**src/rtl/traffic_pkg.sv**
```systemverilog
// Shared definitions for the traffic-light controller and its interval timer.
package traffic_pkg;

  localparam int N_TIMER = 11;
  localparam int TS_DEF  = 5;
  localparam int TL_DEF  = 25;

  localparam logic CFG_SEL_TS = 1'b0;
  localparam logic CFG_SEL_TL = 1'b1;

  typedef enum logic {
    T_RUN = 1'b0,
    T_SAT = 1'b1
  } timer_state_t;

endpackage

```
**src/rtl/phase_interval_timer_if.sv**
```systemverilog
// Start/timeout handshake and limit-programming port of the interval timer.
interface phase_interval_timer_if #(
  parameter int N = traffic_pkg::N_TIMER
) ();

  logic         st;
  logic         tick_en;
  logic         cfg_wr;
  logic         cfg_sel;
  logic [N-1:0] cfg_data;
  logic         cfg_ack;
  logic         ts;
  logic         tl;
  logic         timeoff;
  logic [N-1:0] timing;

  modport master (
    output st, tick_en, cfg_wr, cfg_sel, cfg_data,
    input  cfg_ack, ts, tl, timeoff, timing
  );

  modport slave (
    input  st, tick_en, cfg_wr, cfg_sel, cfg_data,
    output cfg_ack, ts, tl, timeoff, timing
  );

endinterface

```
**src/rtl/sat_counter.sv**
```systemverilog
// N-bit up-counter with synchronous clear (priority over enable) that sticks at all-ones.
module sat_counter
  import traffic_pkg::*;
#(
  parameter int N = N_TIMER
) (
  input  logic         clk,
  input  logic         reset_n,
  input  logic         clr,
  input  logic         en,
  output logic [N-1:0] count,
  output logic         sat
);

  localparam logic [N-1:0] COUNT_MAX = {N{1'b1}};

  timer_state_t state, state_nxt;
  logic [N-1:0] count_nxt;
  logic [N-1:0] count_inc;

  assign count_inc = count + 1'b1;

  // NOTE: state registers use non-blocking assignments so every flop samples pre-edge values.
  always_ff @(posedge clk or negedge reset_n) begin
    if (!reset_n) begin
      state <= T_RUN;
      count <= '0;
    end else begin
      state <= state_nxt;
      count <= count_nxt;
    end
  end

  // NOTE: defaults come first so no path leaves a variable unassigned (no latch).
  always_comb begin
    state_nxt = state;
    count_nxt = count;
    if (clr) begin
      state_nxt = T_RUN;
      count_nxt = '0;
    end else begin
      unique case (state)
        T_RUN: begin
          if (en) begin
            count_nxt = count_inc;
            if (count_inc == COUNT_MAX) state_nxt = T_SAT;
          end
        end
        T_SAT: begin
          count_nxt = COUNT_MAX;
        end
        default: begin
          state_nxt = T_RUN;
          count_nxt = '0;
        end
      endcase
    end
  end

  assign sat = (state == T_SAT);

endmodule

```
**src/rtl/phase_interval_timer.sv**
```systemverilog
// Interval timer answering the controller's st pulse with ts/tl/timeoff expiry flags.
module phase_interval_timer
  import traffic_pkg::*;
#(
  parameter int N      = traffic_pkg::N_TIMER,
  parameter int TS_DEF = traffic_pkg::TS_DEF,
  parameter int TL_DEF = traffic_pkg::TL_DEF
) (
  input  logic                   clk,
  input  logic                   reset_n,
  phase_interval_timer_if.slave  bus
);

  localparam logic [N-1:0] TS_INIT = N'(TS_DEF);
  localparam logic [N-1:0] TL_INIT = N'(TL_DEF);

  logic [N-1:0] count;
  logic         sat;
  logic [N-1:0] shadow_ts, shadow_tl;
  logic [N-1:0] active_ts, active_tl;
  logic         cfg_ack;

  sat_counter #(.N(N)) u_counter (
    .clk     (clk),
    .reset_n (reset_n),
    .clr     (bus.st),
    .en      (bus.tick_en),
    .count   (count),
    .sat     (sat)
  );

  // Software writes land in the shadow copy; the running interval keeps the
  // active copy, refreshed only by st. A simultaneous write therefore misses
  // this st and takes effect at the next one.
  always_ff @(posedge clk or negedge reset_n) begin
    if (!reset_n) begin
      shadow_ts <= TS_INIT;
      shadow_tl <= TL_INIT;
      active_ts <= TS_INIT;
      active_tl <= TL_INIT;
      cfg_ack   <= 1'b0;
    end else begin
      cfg_ack <= bus.cfg_wr;
      if (bus.cfg_wr) begin
        if (bus.cfg_sel == CFG_SEL_TL) shadow_tl <= bus.cfg_data;
        else                           shadow_ts <= bus.cfg_data;
      end
      if (bus.st) begin
        active_ts <= shadow_ts;
        active_tl <= shadow_tl;
      end
    end
  end

  assign bus.ts      = (count >= active_ts);
  assign bus.tl      = (count >= active_tl);
  assign bus.timeoff = sat;
  assign bus.timing  = count;
  assign bus.cfg_ack = cfg_ack;

endmodule

```
**src/flat_wrapper.sv**
```systemverilog
// flat-port wrapper written by rule: the top's interface ports become plain ports
module phase_interval_timer_flat import traffic_pkg::*;
#(
  parameter int N      = traffic_pkg::N_TIMER,
  parameter int TS_DEF = traffic_pkg::TS_DEF,
  parameter int TL_DEF = traffic_pkg::TL_DEF
)
  (clk, reset_n, bus_st, bus_tick_en, bus_cfg_wr, bus_cfg_sel, bus_cfg_data, bus_cfg_ack, bus_ts, bus_tl, bus_timeoff, bus_timing);
  phase_interval_timer_if #(.N(N)) bus_i ();
  input  logic clk;
  input  logic reset_n;
  input wire logic [$bits(bus_i.st)-1:0] bus_st;
  input wire logic [$bits(bus_i.tick_en)-1:0] bus_tick_en;
  input wire logic [$bits(bus_i.cfg_wr)-1:0] bus_cfg_wr;
  input wire logic [$bits(bus_i.cfg_sel)-1:0] bus_cfg_sel;
  input wire logic [$bits(bus_i.cfg_data)-1:0] bus_cfg_data;
  output wire logic [$bits(bus_i.cfg_ack)-1:0] bus_cfg_ack;
  output wire logic [$bits(bus_i.ts)-1:0] bus_ts;
  output wire logic [$bits(bus_i.tl)-1:0] bus_tl;
  output wire logic [$bits(bus_i.timeoff)-1:0] bus_timeoff;
  output wire logic [$bits(bus_i.timing)-1:0] bus_timing;
  assign bus_i.st = bus_st;
  assign bus_i.tick_en = bus_tick_en;
  assign bus_i.cfg_wr = bus_cfg_wr;
  assign bus_i.cfg_sel = bus_cfg_sel;
  assign bus_i.cfg_data = bus_cfg_data;
  assign bus_cfg_ack = bus_i.cfg_ack;
  assign bus_ts = bus_i.ts;
  assign bus_tl = bus_i.tl;
  assign bus_timeoff = bus_i.timeoff;
  assign bus_timing = bus_i.timing;
  phase_interval_timer #(.N(N), .TS_DEF(TS_DEF), .TL_DEF(TL_DEF)) u_core (.clk(clk), .reset_n(reset_n), .bus(bus_i));
endmodule
```
**config.mk**
```make
export PLATFORM = sky130hd
export DESIGN_NAME = phase_interval_timer_flat
export DESIGN_NICKNAME = d
export VERILOG_FILES = /design/src/rtl/traffic_pkg.sv /design/src/rtl/phase_interval_timer_if.sv /design/src/rtl/sat_counter.sv /design/src/rtl/phase_interval_timer.sv /design/src/flat_wrapper.sv
export SDC_FILE = /design/constraint.sdc
export NUM_CORES = 1
export LEC_CHECK = 0
export CAP_MARGIN = 10
export CORE_MARGIN = 2
export CORE_UTILIZATION = 60
export CTS_BUF_LIST = sky130_fd_sc_hd__clkbuf_16
export DETAILED_ROUTE_END_ITERATION = 8
export PLACE_DENSITY_LB_ADDON = 0.3
export SYNTH_ARGS = -nofsm -noshare
export SYNTH_HDL_FRONTEND = slang
export SYNTH_HIERARCHICAL = 1
export SYNTH_SLANG_ARGS = --single-unit
```
**constraint.sdc**
```tcl
create_clock -name clk -period 3.5 [get_ports clk]
set_input_delay 1.05 -clock clk [delete_from_list [all_inputs] [get_ports clk]]
set_output_delay 1.05 -clock clk [all_outputs]
set_load 0.02 [all_outputs]
```
==> run summary <==
Commonest non-fill, non-tap cell in the layout: dfrtp_1
Vias in the first global route: 2,059
Most frequent cells in the layout: dfrtp_1, nand2_1, clkdlybuf4s50_1
DR vias/cell: 5.509
Seq cells post-synth: 57
Starting Density: 62.12%
Residual DRC count: 0
HPWL Detailed: 3874 µm
Grt total ovfl: 0
Critical-path top delay cell: dfrtp_2
CP Class: reg -> out
Number of synthesized flops with an enable pin: 0
Setup_tns: 0 ns
Fin crit period: 3.101 ns
Yosys warnings: 6
Clock-pin slew on the worst setup and hold paths: 0.05 ns
First-pass GRT wire length: 9487 µm
Min Hold Slack: 0.4807 ns
Buf/Inv on CP: 2
Slew margin rel.: 56.50%
Worst Tran Pin Value: 0.6524 ns
RSZ-0062 raised after global routing: no
IO Count: 32
Ys flop type: dfrtp_1
Async SR Flop Fraction: 100.0%
Hold Vio Cnt, Final: 0
Peak VDD IR: 329.6 µV
Post-synthesis sequential area ratio: 49.04%
Setup violators final: 0
Final WL: 5785 µm
Mean Syn Cell Area: 10.79 µm²
CTS tree: yes
Width of the die: 73.93 µm
Syn Nets: 313
Critical Path RT: 2.45 ns
WL/cell: 15.34 µm
Max-Cap Viols: 0
Netlist cell types: 37
Crit end category: output port
Die area: 0.005466 mm²
Nets: 346
Slew Limit Fails: 0
Die Y: 73.93 µm
Share of cells above drive strength 1: 18.71%
Pwr dens: 505.1 mW/mm²
Cell row count: 25
Synth top area share: 40.09%
Yosys top cell by area: dfrtp_1
Synth-to-layout area growth: 21.19%
Clk Latency, worst-skew pair: 0.32 ns
Initial DRC count: 131
CP Cell Sequence: inv_1, ha_1, nand2b_1, nand3_1, a211oi_1, or3_1, dlymetal6s2s_1
CP peak stage delay: 0.43 ns
Crit path max fanout: 8
Initial antenna violation count: 0
Status: finished, final reports clean
Largest net degree at the start of global routing: 55
Worst EP arrival: 2.05 ns
Gpl congestion: 0.8448
Antenna cells: 0
Core Region: 0.004723 mm²
Antenna viol nets, final: 0
HP Class: reg -> reg
Post-Synthesis Cell Area: 0.002934 mm²
CTS buffer count: 9
Root buffer cell: clkbuf_16
Period utilization: 88.61%
Lkg Pwr: 1.659 nW
Buffers on Ports: 31
Startpoint Class: flop
Deepest clock path buffer count: 2
Clock sinks: 57
Crit path max-delay family: simple AND/OR/NAND/NOR gates
First-pass iteration count of the detailed router: 5
Synth top area cells: dfrtp_1, ha_1, dfstp_2
Cells after synthesis: 272
H-tree depth: 3
Clock skew: 0.006718 ns
Gr usage total: 23.41%
Fmax: 322.4 MHz
Total number of vias: 2,077
==> registers in the layout (all words and copies together) (netlist names) <==
register,cells
u_core/active_tl,11
u_core/active_ts,11
u_core/shadow_tl,11
u_core/shadow_ts,11
u_core/u_counter/count,11
u_core/bus.cfg_ack,1
u_core/u_counter/sat,1
==> cell usage after synthesis, types with 2 or more instances <==
library cell   n
dfrtp_1       47
nand2_1       31
ha_1          24
o21ai_0       24
a21oi_1       23
inv_1         23
mux2_2        15
nand3_1       11
dfstp_2       10
mux2_4        10
xor2_1         8
nand4_1        6
buf_2          4
clkbuf_1       4
nor2_1         4
a211oi_1       2
a21o_1         2
buf_6          2
nand2b_1       2
or3_1          2
xnor2_1        2
==> area by class of cell <==
cell class                 instances  area (µm²)
timing repair buffer              33       337.8
clock buffer                       9       225.2
clock inverter                     7       38.79
fill                             317        1167
inverter                          23       86.33
sequential                        57        1440
multi-input combinational        181        1344
tap                               67       83.83
==> cells by family (layout without fill, tap and decap cells) <==
kind of cell	count (synthesis)	count (layout)	share of synthesized area [%]
fa+ha+maj	24	24	10.23
xor+xnor	10	10	2.985
mux	25	25	10.87
compound gates	56	56	10.53
flops	57	57	49.04
buf+inv	34	72	5.160
simple gates	66	66	11.17
==> routing by layer <==
metal  routed length (µm)  GRT usage, %  vias up
met2                 2866         36.81       61
met4                   93         10.10        0
met1                 2538         29.91      998
met5                    0             0        -
met3                  286         7.588        8
li1                     -             -     1010
==> where the power goes <==
group,internal (W),leakage (nW),switching [W]
clock,0.000469,0.134,0.000287
combinational,0.000121,0.837,0.000126
sequential,0.000754,0.688,0.0000386
==> repair_timing <==
action                     CTS  global route
setup endpoints to repair    2             2
buffers inserted             0             0
hold buffers                 0             0
gates resized for setup      1             2
==> stage by stage <==
stage | setup WS (ns) | cells | util, % | power, W | instance area, µm²
finish | 0.3986 | 377 | 75.28 | 0.001796 | 3556
global route | 0.3073 | 377 | 75.28 | 0.001882 | 3556
CTS | 0.05149 | 377 | 75.18 | 0.001813 | 3551
detailed placement | 0.3223 | 361 | 69.56 | 0.001048 | 3286
global placement | 0.4079 | 361 | 69.56 | 0.001033 | 3286
floorplan | 0.8134 | 272 | - | 0.0009599 | 2934
==> worst min-delay path, stage by stage, from the launching register on <==
cell	delay, ns
dfrtp_1	0.34
nand2_1	0.05
o21ai_0	0.06
==> worst paths after layout <==
| kind | from | to | slack [ns] | cells after the start |
|---|---|---|---|---|
| max | u_core/u_counter/count[0] | bus_ts | 0.40 | 7 |
| min | u_core/shadow_ts[3] | u_core/active_ts[3] | 0.48 | 2 |
| max reg2reg | u_core/u_counter/count[1] | u_core/u_counter/sat | 1.65 | 6 |
| min reg2reg | u_core/shadow_ts[3] | u_core/active_ts[3] | 0.48 | 2 |
| max in group asynchronous | reset_n | u_core/active_ts[6] | 2.17 | 2 |
| min in group asynchronous | reset_n | u_core/u_counter/count[3] | 0.75 | 1 |
No activity file was read; power rests on OpenSTA's default activity.
